$ cat config.mk
export PLATFORM = sky130hd
export DESIGN_NAME = spi_reg_slave_flat
export DESIGN_NICKNAME = d
export VERILOG_FILES = /design/src/rtl/spi_reg_slave_if.sv /design/src/rtl/spi_reg_slave.sv /design/src/flat_wrapper.sv
export SDC_FILE = /design/constraint.sdc
export NUM_CORES = 1
export LEC_CHECK = 0
export ABC_CLOCK_PERIOD_IN_PS = 3910
export BUFFER_PORTS_ARGS = -buffer_cell sky130_fd_sc_hd__buf_2
export CORE_MARGIN = 8
export CORE_UTILIZATION = 61
export CTS_CLUSTER_DIAMETER = 80
export DETAILED_ROUTE_END_ITERATION = 10
export PLACE_DENSITY = 0.8
export SLEW_MARGIN = 40
export SYNTH_ARGS = -nofsm -noshare
export SYNTH_HDL_FRONTEND = slang
export SYNTH_SLANG_ARGS = --single-unit
$ cat constraint.sdc
create_clock -name SPI_CLK -period 3.91 [get_ports SPI_CLK]
set_input_delay 0.391 -clock SPI_CLK [delete_from_list [all_inputs] [get_ports SPI_CLK]]
set_output_delay 0.391 -clock SPI_CLK [all_outputs]
set_load 0.005 [all_outputs]
$ cat src/rtl/spi_reg_slave_if.sv
// Register-bank bus driven by spi_reg_slave: address, write data, strobes and read data.
interface spi_reg_slave_if #(
   parameter int unsigned ADDR_WIDTH = 8,
   parameter int unsigned DATA_WIDTH = 8
);
   logic [ADDR_WIDTH-1:0] reg_addr;
   logic [DATA_WIDTH-1:0] reg_wdata;
   logic [DATA_WIDTH-1:0] reg_rdata;
   logic                  write_strobe;
   logic                  read_strobe;

   modport master (
      output reg_addr,
      output reg_wdata,
      output write_strobe,
      output read_strobe,
      input  reg_rdata
   );

   modport slave (
      input  reg_addr,
      input  reg_wdata,
      input  write_strobe,
      input  read_strobe,
      output reg_rdata
   );
endinterface

$ cat src/rtl/spi_reg_slave.sv
// SPI mode-0 target: oversampled pin decode into register-bus strobes, serial read-back on MISO.
// Optional SPI_BROADCAST_EN: chip ID 7'h7F addresses every chip for writes; broadcast reads are ignored.
module spi_reg_slave #(
   parameter int unsigned ADDR_WIDTH = 8,
   parameter int unsigned DATA_WIDTH = 8,
   parameter int unsigned RD_LATENCY = 2
) (
   input  logic       SPI_CLK,
   input  logic       RSTN,
   input  logic       SCLK,
   input  logic       SCSN,
   input  logic       MOSI,
   output logic       MISO,
   output logic       MISO_OE,
   input  logic [6:0] spi_addr,
   spi_reg_slave_if.master bus
);

   localparam int unsigned BYTE_W = 8;
`ifdef SPI_BROADCAST_EN
   localparam logic [6:0] BCAST_ID = 7'h7F;
`endif

   typedef enum logic [2:0] {
      ST_IDLE,
      ST_CMD,
      ST_ADDR,
      ST_DATA,
      ST_IGNORE
   } state_e;

   logic [2:0]            sclk_sync_q;
   logic [1:0]            scsn_sync_q;
   logic [1:0]            mosi_sync_q;

   state_e                state_q, state_d;
   logic [2:0]            bit_cnt_q, bit_cnt_d;
   logic [6:0]            rx_sh_q, rx_sh_d;
   logic [BYTE_W-1:0]     tx_sh_q, tx_sh_d;
   logic [BYTE_W-1:0]     hold_q, hold_d;
   logic                  rw_q, rw_d;
   logic [ADDR_WIDTH-1:0] addr_q, addr_d;
   logic [DATA_WIDTH-1:0] wdata_q, wdata_d;
   logic                  wr_stb_q, wr_stb_d;
   logic                  rd_stb_q, rd_stb_d;
   logic [RD_LATENCY-1:0] rd_pipe_q, rd_pipe_d;
   logic                  miso_q, miso_d;
   logic                  miso_oe_q, miso_oe_d;

   logic                  sclk_rise_c, sclk_fall_c, scsn_c, mosi_c;
   logic                  byte_done_c, id_hit_c, bcast_c;
   logic [BYTE_W-1:0]     rx_byte_c;

   // Pin synchronizers; SCLK carries a third stage for edge detection
   always_ff @(posedge SPI_CLK or negedge RSTN) begin
      if (!RSTN) begin
         sclk_sync_q <= '0;
         scsn_sync_q <= '0;
         mosi_sync_q <= '0;
      end else begin
         sclk_sync_q <= {sclk_sync_q[1:0], SCLK};
         scsn_sync_q <= {scsn_sync_q[0], SCSN};
         mosi_sync_q <= {mosi_sync_q[0], MOSI};
      end
   end

   assign sclk_rise_c = sclk_sync_q[1] & ~sclk_sync_q[2];
   assign sclk_fall_c = ~sclk_sync_q[1] & sclk_sync_q[2];
   assign scsn_c      = scsn_sync_q[1];
   assign mosi_c      = mosi_sync_q[1];
   assign rx_byte_c   = {rx_sh_q, mosi_c};
   assign byte_done_c = sclk_rise_c && (bit_cnt_q == 3'd7) && !scsn_c;

   always_comb begin
      id_hit_c = (rx_byte_c[6:0] == spi_addr);
      bcast_c  = 1'b0;
`ifdef SPI_BROADCAST_EN
      bcast_c  = (rx_byte_c[6:0] == BCAST_ID);
`endif
   end

   // Next-state and datapath decode
   always_comb begin
      state_d   = state_q;
      bit_cnt_d = bit_cnt_q;
      rx_sh_d   = rx_sh_q;
      tx_sh_d   = tx_sh_q;
      hold_d    = hold_q;
      rw_d      = rw_q;
      addr_d    = addr_q;
      wdata_d   = wdata_q;
      wr_stb_d  = 1'b0;
      rd_stb_d  = 1'b0;
      rd_pipe_d = RD_LATENCY'({rd_pipe_q, rd_stb_q});
      miso_oe_d = miso_oe_q;

      if (rd_pipe_q[RD_LATENCY-1]) hold_d = BYTE_W'(bus.reg_rdata);
      // Write bursts advance the address only once the strobe has been seen
      if (wr_stb_q) addr_d = addr_q + ADDR_WIDTH'(1);

      if (state_q != ST_IDLE && sclk_rise_c && !scsn_c) begin
         bit_cnt_d = bit_cnt_q + 3'd1;
         rx_sh_d   = rx_byte_c[6:0];
      end

      case (state_q)
         ST_IDLE: begin
            bit_cnt_d = 3'd0;
            miso_oe_d = 1'b0;
            if (!scsn_c) state_d = ST_CMD;
         end
         ST_CMD: begin
            if (byte_done_c) begin
               rw_d = rx_byte_c[7];
               if (bcast_c)       state_d = rx_byte_c[7] ? ST_ADDR : ST_IGNORE;
               else if (id_hit_c) state_d = ST_ADDR;
               else               state_d = ST_IGNORE;
            end
         end
         ST_ADDR: begin
            if (byte_done_c) begin
               addr_d   = ADDR_WIDTH'(rx_byte_c);
               rd_stb_d = !rw_q;
               state_d  = ST_DATA;
            end
         end
         ST_DATA: begin
            if (byte_done_c) begin
               if (rw_q) begin
                  wdata_d  = DATA_WIDTH'(rx_byte_c);
                  wr_stb_d = 1'b1;
               end else begin
                  // Reads prefetch the next byte with the address already advanced
                  addr_d   = addr_q + ADDR_WIDTH'(1);
                  rd_stb_d = 1'b1;
               end
            end
            if (!rw_q && sclk_fall_c) begin
               miso_oe_d = 1'b1;
               tx_sh_d   = (bit_cnt_q == 3'd0) ? hold_q : {tx_sh_q[6:0], 1'b0};
            end
         end
         ST_IGNORE: begin
            miso_oe_d = 1'b0;
         end
         default: state_d = ST_IDLE;
      endcase

      if (scsn_c) begin
         state_d   = ST_IDLE;
         bit_cnt_d = 3'd0;
         miso_oe_d = 1'b0;
      end

      miso_d = miso_oe_d & tx_sh_d[7];
   end

   always_ff @(posedge SPI_CLK or negedge RSTN) begin
      if (!RSTN) begin
         state_q   <= ST_IDLE;
         bit_cnt_q <= '0;
         rx_sh_q   <= '0;
         tx_sh_q   <= '0;
         hold_q    <= '0;
         rw_q      <= 1'b0;
         addr_q    <= '0;
         wdata_q   <= '0;
         wr_stb_q  <= 1'b0;
         rd_stb_q  <= 1'b0;
         rd_pipe_q <= '0;
         miso_q    <= 1'b0;
         miso_oe_q <= 1'b0;
      end else begin
         state_q   <= state_d;
         bit_cnt_q <= bit_cnt_d;
         rx_sh_q   <= rx_sh_d;
         tx_sh_q   <= tx_sh_d;
         hold_q    <= hold_d;
         rw_q      <= rw_d;
         addr_q    <= addr_d;
         wdata_q   <= wdata_d;
         wr_stb_q  <= wr_stb_d;
         rd_stb_q  <= rd_stb_d;
         rd_pipe_q <= rd_pipe_d;
         miso_q    <= miso_d;
         miso_oe_q <= miso_oe_d;
      end
   end

   assign MISO             = miso_q;
   assign MISO_OE          = miso_oe_q;
   assign bus.reg_addr     = addr_q;
   assign bus.reg_wdata    = wdata_q;
   assign bus.write_strobe = wr_stb_q;
   assign bus.read_strobe  = rd_stb_q;

endmodule
$ cat src/flat_wrapper.sv
// flat-port wrapper written by rule: the top's interface ports become plain ports
module spi_reg_slave_flat 
#(
   parameter int unsigned ADDR_WIDTH = 8,
   parameter int unsigned DATA_WIDTH = 8,
   parameter int unsigned RD_LATENCY = 2
)
  (SPI_CLK, RSTN, SCLK, SCSN, MOSI, MISO, MISO_OE, spi_addr, bus_reg_addr, bus_reg_wdata, bus_write_strobe, bus_read_strobe, bus_reg_rdata);
  spi_reg_slave_if #(.ADDR_WIDTH(ADDR_WIDTH), .DATA_WIDTH(DATA_WIDTH)) bus_i ();
  input  logic SPI_CLK;
  input  logic RSTN;
  input  logic SCLK;
  input  logic SCSN;
  input  logic MOSI;
  output logic MISO;
  output logic MISO_OE;
  input  logic [6:0] spi_addr;
  output wire logic [$bits(bus_i.reg_addr)-1:0] bus_reg_addr;
  output wire logic [$bits(bus_i.reg_wdata)-1:0] bus_reg_wdata;
  output wire logic [$bits(bus_i.write_strobe)-1:0] bus_write_strobe;
  output wire logic [$bits(bus_i.read_strobe)-1:0] bus_read_strobe;
  input wire logic [$bits(bus_i.reg_rdata)-1:0] bus_reg_rdata;
  assign bus_reg_addr = bus_i.reg_addr;
  assign bus_reg_wdata = bus_i.reg_wdata;
  assign bus_write_strobe = bus_i.write_strobe;
  assign bus_read_strobe = bus_i.read_strobe;
  assign bus_i.reg_rdata = bus_reg_rdata;
  spi_reg_slave #(.ADDR_WIDTH(ADDR_WIDTH), .DATA_WIDTH(DATA_WIDTH), .RD_LATENCY(RD_LATENCY)) u_core (.SPI_CLK(SPI_CLK), .RSTN(RSTN), .SCLK(SCLK), .SCSN(SCSN), .MOSI(MOSI), .MISO(MISO), .MISO_OE(MISO_OE), .spi_addr(spi_addr), .bus(bus_i));
endmodule
==> results.cfg <==
[synth]
syn_area_sq_um = 2880
synth_top_family_by_area = simple AND/OR/NAND/NOR gates
synth_seq_area_share = 0.513
synth_edf_count = 0
ys_ff_latch = 59
synth.avg_cell_area_sq_um = 11.5
synth-simple-area-share = 0.162
synth_top_area_cell = dfrtp_1
synthTopCellsByCount = dfrtp_1, nand2_1, nor2_1
yosys_warnings = 0
muxShareOfSynthArea = 0.134
ys.flop_type = dfrtp_1
post_synth_num_cell_types = 55
synth_compound_area_frac = 0.0892
async_reset_ff_frac = 1.00
synthXorXnorAreaFrac = 0.0457
yosys-top-cells-area = dfrtp_1, mux2_1, mux2i_1, mux2_2, nand2_1
synth.top_cell.area_share = 0.513
synth_nets = 273
netlist_instances = 249
yosysMostFrequentCell = dfrtp_1
yosys.area_share.adder = 0.0174

[detailed_routing]
drc_errors = 0
route.vias.total = 1979
via_per_inst = 5.77
drt_first_iter_violations = 206
drtAntennaViolNets = 0
wl_mm = 5.53
firstDrtPassIters = 4
wl_per_cell_um = 16.1

[sta]
period_needed_ps = 2240
slew_violations = 0
finalSetupViolCount = 0
setup_tns_ps = 0
hold_violations = 0
post-route-period-util = 0.572
fin_ws_ps = 1670
rsz0062_at_grt = no
clock.fmax_ghz = 0.447
whs_ps = 160
timing.slew.headroom = 0.522
fin_skew_ps = 7.48
tightest_slew_ps = 718

[layout]
multi_input_area_sq_um = 1290
syn2layout_area_growth_pct = 13.1
final_core_util = 0.702
register_area_sq_um = 1480
diodes = 0
fill_cells = 350
fin_nets = 309
drive_gt1_frac = 0.253
fin_cells = 343
stdcell_area_sq_um = 3250

[power]
power_density_nw_per_um2 = 396
p_sw_frac = 0.226
p_switching_mw = 0.291
combPwrFrac = 0.053
clockPowerShare = 0.421
p_leak_nw = 1.63
pwr-share-seq = 0.526
power.total_mw = 1.29
internal_power_mw = 0.995
vdd_ir_drop_max_mv = 0.354

[die]
start_util = 0.621
pin_count = 40
rows = 25
fp.dieArea_sq_um = 7170
fp.dieW_um = 84.7
die_y_um = 84.7
core_area_sq_um = 4630

[setup_path]
critPathKind = reg2reg
startpoint_type = flip-flop
critPathMaxFanout = 8
end_kind = flip-flop
r2r_setup_slack_ps = 1670
crit_required_ps = 4120
cp.arrival_ps = 2450

[placement]
dp_hpwl_mm = 3.90
placed_area_sq_um = 3050
gp_congestion = 0.896
place.detailed.instances = 328
io_buffers = 39
dp_slack_ps = 1690

[clock_tree]
ctsHoldBuffers = 0
clkSinkCount = 59
cts-resized-gates = 0
h-tree-depth = 3
cts_tree = done
clk_pin_slew_ps = 60
clkLatencyLatePin_ps = 330
postCtsSetupBuffers = 0
cts_root_buf = clkbuf_8
clk_path_buf_depth = 2
numCtsBuffers = 9

[grt]
grt_pass1_wl_mm = 9.29
track_usage = 0.165
grt-ovfl-total = 0
antenna_found_initial = 0
grt_max_degree = 60
grt_pass1_vias = 2000

[worst_hold_path]
hold_path_class = in2reg

[run_status]
status = completed

[flow_run]
cap_violations = 0
routing by layer:
metal	track usage	vias up	routed length, um
met5	0	-	0
met3	0.0605	7	292
met2	0.254	50	2650
met4	0.0761	0	74
li1	-	949	-
met1	0.200	973	2510
power groups by stage:
stage	Clock, mW	Combinational (mW)	Sequential (mW)
CTS	0.552	0.0699	0.676
global route	0.577	0.0785	0.681
detailed placement	0	0.0697	0.686
finish	0.541	0.0687	0.676
floorplan	0	0.0463	0.668
global placement	0	0.0669	0.684
area by class of cell:
type | count | area share
Inverter | 5 | 0.00577
Clock inverter | 2 | 0.0108
Multi-Input combinational cell | 170 | 0.397
Clock buffer | 13 | 0.0489
Sequential cell | 59 | 0.454
Tap cell | 54 | 0.0208
Timing Repair Buffer | 40 | 0.0624
path summary, 6_finish.rpt:
check	depth (start not counted)	start	to
min in group asynchronous	2	RSTN	u_core.mosi_sync_q[0]$_DFF_PN0_
setup / recovery	7	u_core.bit_cnt_q[0]$_DFFE_PN0P_	u_core.bus.reg_addr[6]$_DFF_PN0_
hold reg to reg	0	u_core.scsn_sync_q[0]$_DFF_PN0_	u_core.scsn_sync_q[1]$_DFF_PN0_
hold / removal	1	MOSI	u_core.mosi_sync_q[0]$_DFF_PN0_
max in group asynchronous	2	RSTN	u_core.scsn_sync_q[1]$_DFF_PN0_
setup reg to reg	7	u_core.bit_cnt_q[0]$_DFFE_PN0P_	u_core.bus.reg_addr[6]$_DFF_PN0_
state kept, by name, summed over array words and instances (netlist names):
register	flops
u_core.MISO	1
u_core.MISO_OE	1
u_core.bit_cnt_q	3
u_core.bus.read_strobe	1
u_core.bus.reg_addr	8
u_core.bus.reg_wdata	8
u_core.bus.write_strobe	1
u_core.hold_q	8
u_core.mosi_sync_q	2
u_core.rd_pipe_q	2
u_core.rw_q	1
u_core.rx_sh_q	7
u_core.sclk_sync_q	3
u_core.scsn_sync_q	2
u_core.state_q	3
u_core.tx_sh_q	8
kinds of logic (layout without fill, tap and decap cells):
group	count (synthesis)	in the layout
flip-flops	59	59
adder cells (fa/ha/maj)	4	4
multiplexers	35	35
buffers and inverters	20	60
XOR/XNOR	15	15
AO/OA/AOI/OAI	36	36
AND/OR/NAND/NOR	80	80
worst max-delay path: stages (launching register included):
cell       delay [ps]
dfrtp_1           390
ha_1              170
ha_1              220
nand4bb_1         450
nor2_8            270
o21ai_2            90
o211a_1           230
or3_1             300
layout by cell type (no fill, tap or decap), types with 2 or more instances in the layout:
cell type / n
dfrtp_1: 59
buf_2: 39
nand2_1: 20
nor2_1: 19
mux2_1: 16
clkbuf_8: 11
nor3_1: 10
mux2i_1: 10
o21ai_1: 9
xor2_1: 8
mux2_2: 8
xnor2_1: 7
inv_1: 5
a21oi_1: 5
nor4_1: 5
nand3_1: 4
ha_1: 4
nor3b_4: 2
nor2b_2: 2
a32oi_1: 2
nand2b_1: 2
a22oi_1: 2
o221ai_1: 2
or3_1: 2
o211a_1: 2
nand4_1: 2
clkbuf_1: 2
Note: power is estimated with default switching activity, not from simulation.
